[config.mk]
export PLATFORM = sky130hd
export DESIGN_NAME = fractran_prog_seq_flat
export DESIGN_NICKNAME = d
export VERILOG_FILES = /design/src/rtl/fractran_prog_seq_if.sv /design/src/rtl/fractran_prog_seq.sv /design/src/flat_wrapper.sv
export SDC_FILE = /design/constraint.sdc
export NUM_CORES = 1
export LEC_CHECK = 0
export ABC_AREA = 1
export BUFFER_PORTS_ARGS = -buffer_cell sky130_fd_sc_hd__buf_4
export CORE_MARGIN = 4
export CORE_UTILIZATION = 50
export CTS_CLUSTER_DIAMETER = 100
export DETAILED_ROUTE_END_ITERATION = 6
export GPL_ROUTABILITY_DRIVEN = 0
export HOLD_SLACK_MARGIN = 0.15
export PLACE_DENSITY = 0.68
export SYNTH_ARGS = -nofsm -noshare
export SYNTH_HDL_FRONTEND = slang
export SYNTH_SLANG_ARGS = --single-unit
[constraint.sdc]
create_clock -name clk -period 3.24 [get_ports clk]
set_clock_uncertainty 0.05 [all_clocks]
set_input_delay 0.648 -clock clk [delete_from_list [all_inputs] [get_ports clk]]
set_output_delay 0.648 -clock clk [all_outputs]
set_load 0.05 [all_outputs]
[src/rtl/fractran_prog_seq_if.sv]
// +----------------------------------------------------------------------------+
// | fractran_prog_seq_if                                                       |
// | Load, control and fraction-presentation bus of the Fractran program store. |
// | Optional: FRACTRAN_STEP_CNT_EN adds the 16-bit steps counter output.       |
// | Rev 1.0                                                                    |
// +----------------------------------------------------------------------------+
`default_nettype none

interface fractran_prog_seq_if #(
  parameter int WIDTH = 8,
  parameter int DEPTH = 8
);
  localparam int AW = $clog2(DEPTH);

  logic             clr;
  logic             ld_valid;
  logic [WIDTH-1:0] ld_data;
  logic             ld_last;
  logic             ld_ready;
  logic             run;
  logic             hit;
  logic             miss;
  logic             frac_valid;
  logic [WIDTH-1:0] frac_num;
  logic [WIDTH-1:0] frac_den;
  logic [AW-1:0]    frac_idx;
  logic [AW:0]      count;
  logic             halted;
  logic             err;
`ifdef FRACTRAN_STEP_CNT_EN
  logic [15:0]      steps;

  modport slave (
    input  clr, ld_valid, ld_data, ld_last, run, hit, miss,
    output ld_ready, frac_valid, frac_num, frac_den, frac_idx, count, halted, err, steps
  );
  modport master (
    output clr, ld_valid, ld_data, ld_last, run, hit, miss,
    input  ld_ready, frac_valid, frac_num, frac_den, frac_idx, count, halted, err, steps
  );
`else
  modport slave (
    input  clr, ld_valid, ld_data, ld_last, run, hit, miss,
    output ld_ready, frac_valid, frac_num, frac_den, frac_idx, count, halted, err
  );
  modport master (
    output clr, ld_valid, ld_data, ld_last, run, hit, miss,
    input  ld_ready, frac_valid, frac_num, frac_den, frac_idx, count, halted, err
  );
`endif
endinterface

`default_nettype wire

[src/rtl/fractran_prog_seq.sv]
// +----------------------------------------------------------------------------+
// | fractran_prog_seq                                                          |
// | Byte-serial program store and hit/miss sequencer for a Fractran core.      |
// | Optional: FRACTRAN_STEP_CNT_EN counts accepted hits on bus.steps.          |
// | Rev 1.0                                                                    |
// +----------------------------------------------------------------------------+
`default_nettype none

module fractran_prog_seq #(
  parameter int WIDTH = 8,
  parameter int DEPTH = 8
) (
  input  wire logic           clk,
  input  wire logic           rst_n,
  fractran_prog_seq_if.slave  bus
);
  localparam int AW = $clog2(DEPTH);

  typedef enum logic [1:0] {
    S_LOAD  = 2'd0,
    S_READY = 2'd1,
    S_RUN   = 2'd2,
    S_HALT  = 2'd3
  } state_t;

  state_t           state;
  logic             den_phase;
  logic [WIDTH-1:0] num_mem [DEPTH];
  logic [WIDTH-1:0] den_mem [DEPTH];

  logic [AW-1:0] wr_idx;
  logic [AW-1:0] nxt_idx;
  logic          ld_fire;
  logic          last_entry;

  assign wr_idx     = bus.count[AW-1:0];
  assign nxt_idx    = bus.frac_idx + 1'b1;
  assign ld_fire    = bus.ld_valid && bus.ld_ready && (state == S_LOAD) && !bus.clr;
  assign last_entry = ({1'b0, bus.frac_idx} == (bus.count - {{AW{1'b0}}, 1'b1}));

  // Program contents carry no reset; entries are only read after being loaded.
  always_ff @(posedge clk) begin
    if (ld_fire) begin
      if (!den_phase) num_mem[wr_idx] <= bus.ld_data;
      else            den_mem[wr_idx] <= bus.ld_data;
    end
  end

  always_ff @(posedge clk or negedge rst_n) begin
    if (!rst_n) begin
      state          <= S_LOAD;
      den_phase      <= 1'b0;
      bus.count      <= '0;
      bus.ld_ready   <= 1'b1;
      bus.frac_valid <= 1'b0;
      bus.frac_idx   <= '0;
      bus.frac_num   <= '0;
      bus.frac_den   <= '0;
      bus.halted     <= 1'b0;
      bus.err        <= 1'b0;
`ifdef FRACTRAN_STEP_CNT_EN
      bus.steps      <= '0;
`endif
    end else if (bus.clr) begin
      state          <= S_LOAD;
      den_phase      <= 1'b0;
      bus.count      <= '0;
      bus.ld_ready   <= 1'b1;
      bus.frac_valid <= 1'b0;
      bus.frac_idx   <= '0;
      bus.frac_num   <= '0;
      bus.frac_den   <= '0;
      bus.halted     <= 1'b0;
      bus.err        <= 1'b0;
`ifdef FRACTRAN_STEP_CNT_EN
      bus.steps      <= '0;
`endif
    end else begin
      case (state)
        S_LOAD: begin
          if (ld_fire) begin
            den_phase <= !den_phase;
            if (den_phase) begin
              bus.count <= bus.count + 1'b1;
              if (bus.ld_data == '0) bus.err <= 1'b1;
              // A full store ends the load even without ld_last.
              if (bus.ld_last || (&wr_idx)) begin
                state        <= S_READY;
                bus.ld_ready <= 1'b0;
              end
            end
          end
        end
        S_READY, S_HALT: begin
          if (bus.run) begin
            state          <= S_RUN;
            bus.frac_valid <= 1'b1;
            bus.frac_idx   <= '0;
            bus.frac_num   <= num_mem[0];
            bus.frac_den   <= den_mem[0];
            bus.halted     <= 1'b0;
`ifdef FRACTRAN_STEP_CNT_EN
            bus.steps      <= '0;
`endif
          end
        end
        S_RUN: begin
          if (bus.hit) begin
            bus.frac_idx <= '0;
            bus.frac_num <= num_mem[0];
            bus.frac_den <= den_mem[0];
`ifdef FRACTRAN_STEP_CNT_EN
            if (bus.steps != 16'hFFFF) bus.steps <= bus.steps + 16'd1;
`endif
          end else if (bus.miss) begin
            if (last_entry) begin
              state          <= S_HALT;
              bus.frac_valid <= 1'b0;
              bus.halted     <= 1'b1;
            end else begin
              bus.frac_idx <= nxt_idx;
              bus.frac_num <= num_mem[nxt_idx];
              bus.frac_den <= den_mem[nxt_idx];
            end
          end
        end
        default: state <= S_LOAD;
      endcase
    end
  end
endmodule

`default_nettype wire

[src/flat_wrapper.sv]
// flat-port wrapper written by rule: the top's interface ports become plain ports
module fractran_prog_seq_flat 
#(
  parameter int WIDTH = 8,
  parameter int DEPTH = 8
)
  (clk, rst_n, bus_clr, bus_ld_valid, bus_ld_data, bus_ld_last, bus_run, bus_hit, bus_miss, bus_ld_ready, bus_frac_valid, bus_frac_num, bus_frac_den, bus_frac_idx, bus_count, bus_halted, bus_err);
  fractran_prog_seq_if #(.WIDTH(WIDTH), .DEPTH(DEPTH)) bus_i ();
  input  wire logic clk;
  input  wire logic rst_n;
  input wire logic [$bits(bus_i.clr)-1:0] bus_clr;
  input wire logic [$bits(bus_i.ld_valid)-1:0] bus_ld_valid;
  input wire logic [$bits(bus_i.ld_data)-1:0] bus_ld_data;
  input wire logic [$bits(bus_i.ld_last)-1:0] bus_ld_last;
  input wire logic [$bits(bus_i.run)-1:0] bus_run;
  input wire logic [$bits(bus_i.hit)-1:0] bus_hit;
  input wire logic [$bits(bus_i.miss)-1:0] bus_miss;
  output wire logic [$bits(bus_i.ld_ready)-1:0] bus_ld_ready;
  output wire logic [$bits(bus_i.frac_valid)-1:0] bus_frac_valid;
  output wire logic [$bits(bus_i.frac_num)-1:0] bus_frac_num;
  output wire logic [$bits(bus_i.frac_den)-1:0] bus_frac_den;
  output wire logic [$bits(bus_i.frac_idx)-1:0] bus_frac_idx;
  output wire logic [$bits(bus_i.count)-1:0] bus_count;
  output wire logic [$bits(bus_i.halted)-1:0] bus_halted;
  output wire logic [$bits(bus_i.err)-1:0] bus_err;
  assign bus_i.clr = bus_clr;
  assign bus_i.ld_valid = bus_ld_valid;
  assign bus_i.ld_data = bus_ld_data;
  assign bus_i.ld_last = bus_ld_last;
  assign bus_i.run = bus_run;
  assign bus_i.hit = bus_hit;
  assign bus_i.miss = bus_miss;
  assign bus_ld_ready = bus_i.ld_ready;
  assign bus_frac_valid = bus_i.frac_valid;
  assign bus_frac_num = bus_i.frac_num;
  assign bus_frac_den = bus_i.frac_den;
  assign bus_frac_idx = bus_i.frac_idx;
  assign bus_count = bus_i.count;
  assign bus_halted = bus_i.halted;
  assign bus_err = bus_i.err;
  fractran_prog_seq #(.WIDTH(WIDTH), .DEPTH(DEPTH)) u_core (.clk(clk), .rst_n(rst_n), .bus(bus_i));
endmodule
==> impl_metrics.tcl <==
set metrics [dict create \
    status "finished clean" \
    syn_area_mm2 0.00704 \
    critPathKind "reg2reg" \
    async_flop_share_pct 19.0 \
    start_kind "flop" \
    finalSetupViolCount 0 \
    drt-wirelength-per-cell_um 18.1 \
    critical_path.max_stage_delay_ps 820 \
    drive_above_1_share_pct 12.9 \
    power.leakage_uw 0.00348 \
    clock_power_share_pct 33.9 \
    pre_cts_slack_ps 685 \
    path_cells "clkinv_1, buf_4, nand2_1, nand3_1, nand3_1, nand3_1, a21oi_1, nand2_1, nand2_1" \
    r2r-start "u_core.bus.frac_idx[0]" \
    ioPinCount 43 \
    fill_cells 1171 \
    ys.flop_type "edfxtp_1" \
    die_area_mm2 0.0160 \
    overflow 0 \
    synth_area_per_cell_um2 9.73 \
    die_y_um 127 \
    synth_edf_count 128 \
    seqPwrFrac_pct 46.0 \
    synth.distinct_cells 32 \
    path_buf_inv 2 \
    critPathCaptureType "flop" \
    power.switching_uw 1620 \
    n_antenna_cell 0 \
    routed_via_density 5.29 \
    holdBufCountCts 1 \
    fmax_mhz 390 \
    grt_pass1_wl_mm 27.7 \
    setup_ws_ps 675 \
    ys_top_cells_by_area "edfxtp_1 55%, nand2_1 17%, dfrtp_1 10%" \
    cts.sinks 158 \
    clockBufferDepth 2 \
    finalSetupTns_ps 0 \
    clock_latency_ps 430 \
    crit_family "buffers and inverters" \
    vias 5080 \
    syn_to_final_growth_pct 14.2 \
    hold_path_class "reg2reg" \
    finalCriticalPeriod_ps 2570 \
    ir_drop_mv 0.504 \
    yosysTopAreaCell "edfxtp_1" \
    antenna_found_initial 0 \
    initial_core_util_pct 50.9 \
    path_clk_slew_ps 60 \
    power_uw 5190 \
    whs_ps 433 \
    drcViolationCount 0 \
    drt_iter0_drc 627 \
    cts_made_buffers 17 \
    grt_max_degree 68 \
    hold_viol 0 \
    p_sw_share_pct 31.2 \
    critPathArrivalTime_ps 2880 \
    setup.worst_path.start "u_core.bus.frac_idx[0]" \
    worstMarginPinSlew_ps 1070 \
    hpwl_mm 11.4 \
    cts_resized 0 \
    grt_usage_pct 22.8 \
    synth_common_cells "326 x nand2_1, 128 x edfxtp_1, 71 x nand3_1" \
    maxCapViolCount 0 \
    power.density_mw_per_mm2 646 \
    cts_tree "yes" \
    nNetsFinal 787 \
    drv_slew 0 \
    ys_warn_count 0 \
    slew_headroom_pct 28.2 \
    ys_seq_area_share_pct 65.3 \
    p_int_uw 3570 \
    post_cts_buffers 0 \
    port_buffers 42 \
    std_cell_rows 43 \
    synth-seq-cells 158 \
    dr.pass1.iters 5 \
    htreeDepth 4 \
    slowest_stage "clkinv_1" \
    cp.required_ps 3560 \
    syn_inst 723 \
    core_mm2 0.0138 \
    min-delay-start "u_core.bus.frac_num[3]" \
    synth_nets 743 \
    min_period_over_period_pct 79.2 \
    ant_nets 0 \
    clock-root-buffer "clkbuf_16" \
    first_global_vias 5004 \
    post-synth-top-count-cell "nand2_1" \
    pwr-share-comb_pct 20.1 \
    fp.dieW_um 127 \
    rsz0062_at_grt "no" \
    synth_top_area_share_pct 54.6 \
    critPathMaxFanout 38 \
    routed_wl_mm 17.3 \
]
## routing by layer
layer / vias up / part of all wire [%] / GRT usage, % / wire length, um
met3: 29 / 6.7 / 4.04 / 1170
met5: - / 0 / 0 / 0
li1: 2443 / - / - / -
met2: 206 / 48 / 36.1 / 8380
met4: 0 / 2.0 / 8.83 / 340
met1: 2402 / 43 / 31.6 / 7450
## registers in the layout (all words and copies together), names as in the netlist
| name | cells |
|---|---|
| u_core.bus.count | 4 |
| u_core.bus.err | 1 |
| u_core.bus.frac_den | 8 |
| u_core.bus.frac_idx | 3 |
| u_core.bus.frac_num | 8 |
| u_core.bus.frac_valid | 1 |
| u_core.bus.halted | 1 |
| u_core.bus.ld_ready | 1 |
| u_core.den_mem | 64 |
| u_core.den_phase | 1 |
| u_core.num_mem | 64 |
| u_core.state | 2 |
## layout by cell type, fill, tap and decap left out, types with 2 or more instances in the layout
cell type,instances
a21oi_1,18
buf_4,54
clkbuf_1,2
clkbuf_16,17
clkinv_1,3
clkinv_2,4
clkinvlp_4,5
dfrtp_1,28
edfxtp_1,128
ha_1,4
inv_1,51
inv_2,3
nand2_1,326
nand2_2,4
nand3_1,71
nand3_2,2
nand4_1,4
nor2_1,26
nor2_2,2
nor3_1,5
nor4_1,2
o21ai_0,7
## worst min-delay path, stage by stage, from the launching register on
cell     delay, ps
dfrtp_1        340
nand2_1         60
nand2_1         50
## cell type report
class                   instances  area, um^2  area share (%)
flip-flops and latches        158        4600            57.2
well taps                     180         225            2.80
multi-input cells             480        2070            25.8
clock buffers                  20         447            5.56
repair buffers                 55         415            5.17
clock inverters                12        73.8           0.918
inverters                      55         206            2.57
## stage by stage
| stage | utilization, % | cell area [um^2] | cells |
|---|---|---|---|
| detailed placement | 54.3 | 7510 | 927 |
| floorplan | - | 7040 | 723 |
| global placement | 54.3 | 7510 | 927 |
| global route | 58.1 | 8040 | 960 |
| finish | 58.1 | 8040 | 960 |
| CTS | 58.1 | 8040 | 960 |
## cells by family after synthesis
kind of cell | share of synthesized area [%]
adder cells (fa/ha/maj) | 0.711
flip-flops | 65.3
AND/OR/NAND/NOR | 26.0
buffers and inverters | 5.24
AO/OA/AOI/OAI | 2.47
XOR/XNOR | 0.231
## final timing paths
path,to,slack [ps],depth (start not counted)
min in group asynchronous,u_core.bus.frac_num[1],640,2
max in group asynchronous,u_core.bus.ld_ready,2160,2
worst min register to register,u_core.bus.frac_num[3],430,2
worst min-delay path,u_core.bus.frac_num[3],430,2
worst max-delay path,u_core.bus.frac_num[0],670,9
worst max register to register,u_core.bus.frac_num[0],670,9
## power groups by stage
stage / clock network (uW) / registers (uW) / logic, uW
2_1_floorplan: 0 / 2710 / 450
3_3_place_gp: 0 / 2420 / 1040
3_5_place_dp: 0 / 2430 / 1040
4_1_cts: 1780 / 2390 / 1050
5_1_grt: 1890 / 2400 / 1140
6_report: 1760 / 2390 / 1040
Note: power is estimated with default switching activity, not from simulation.
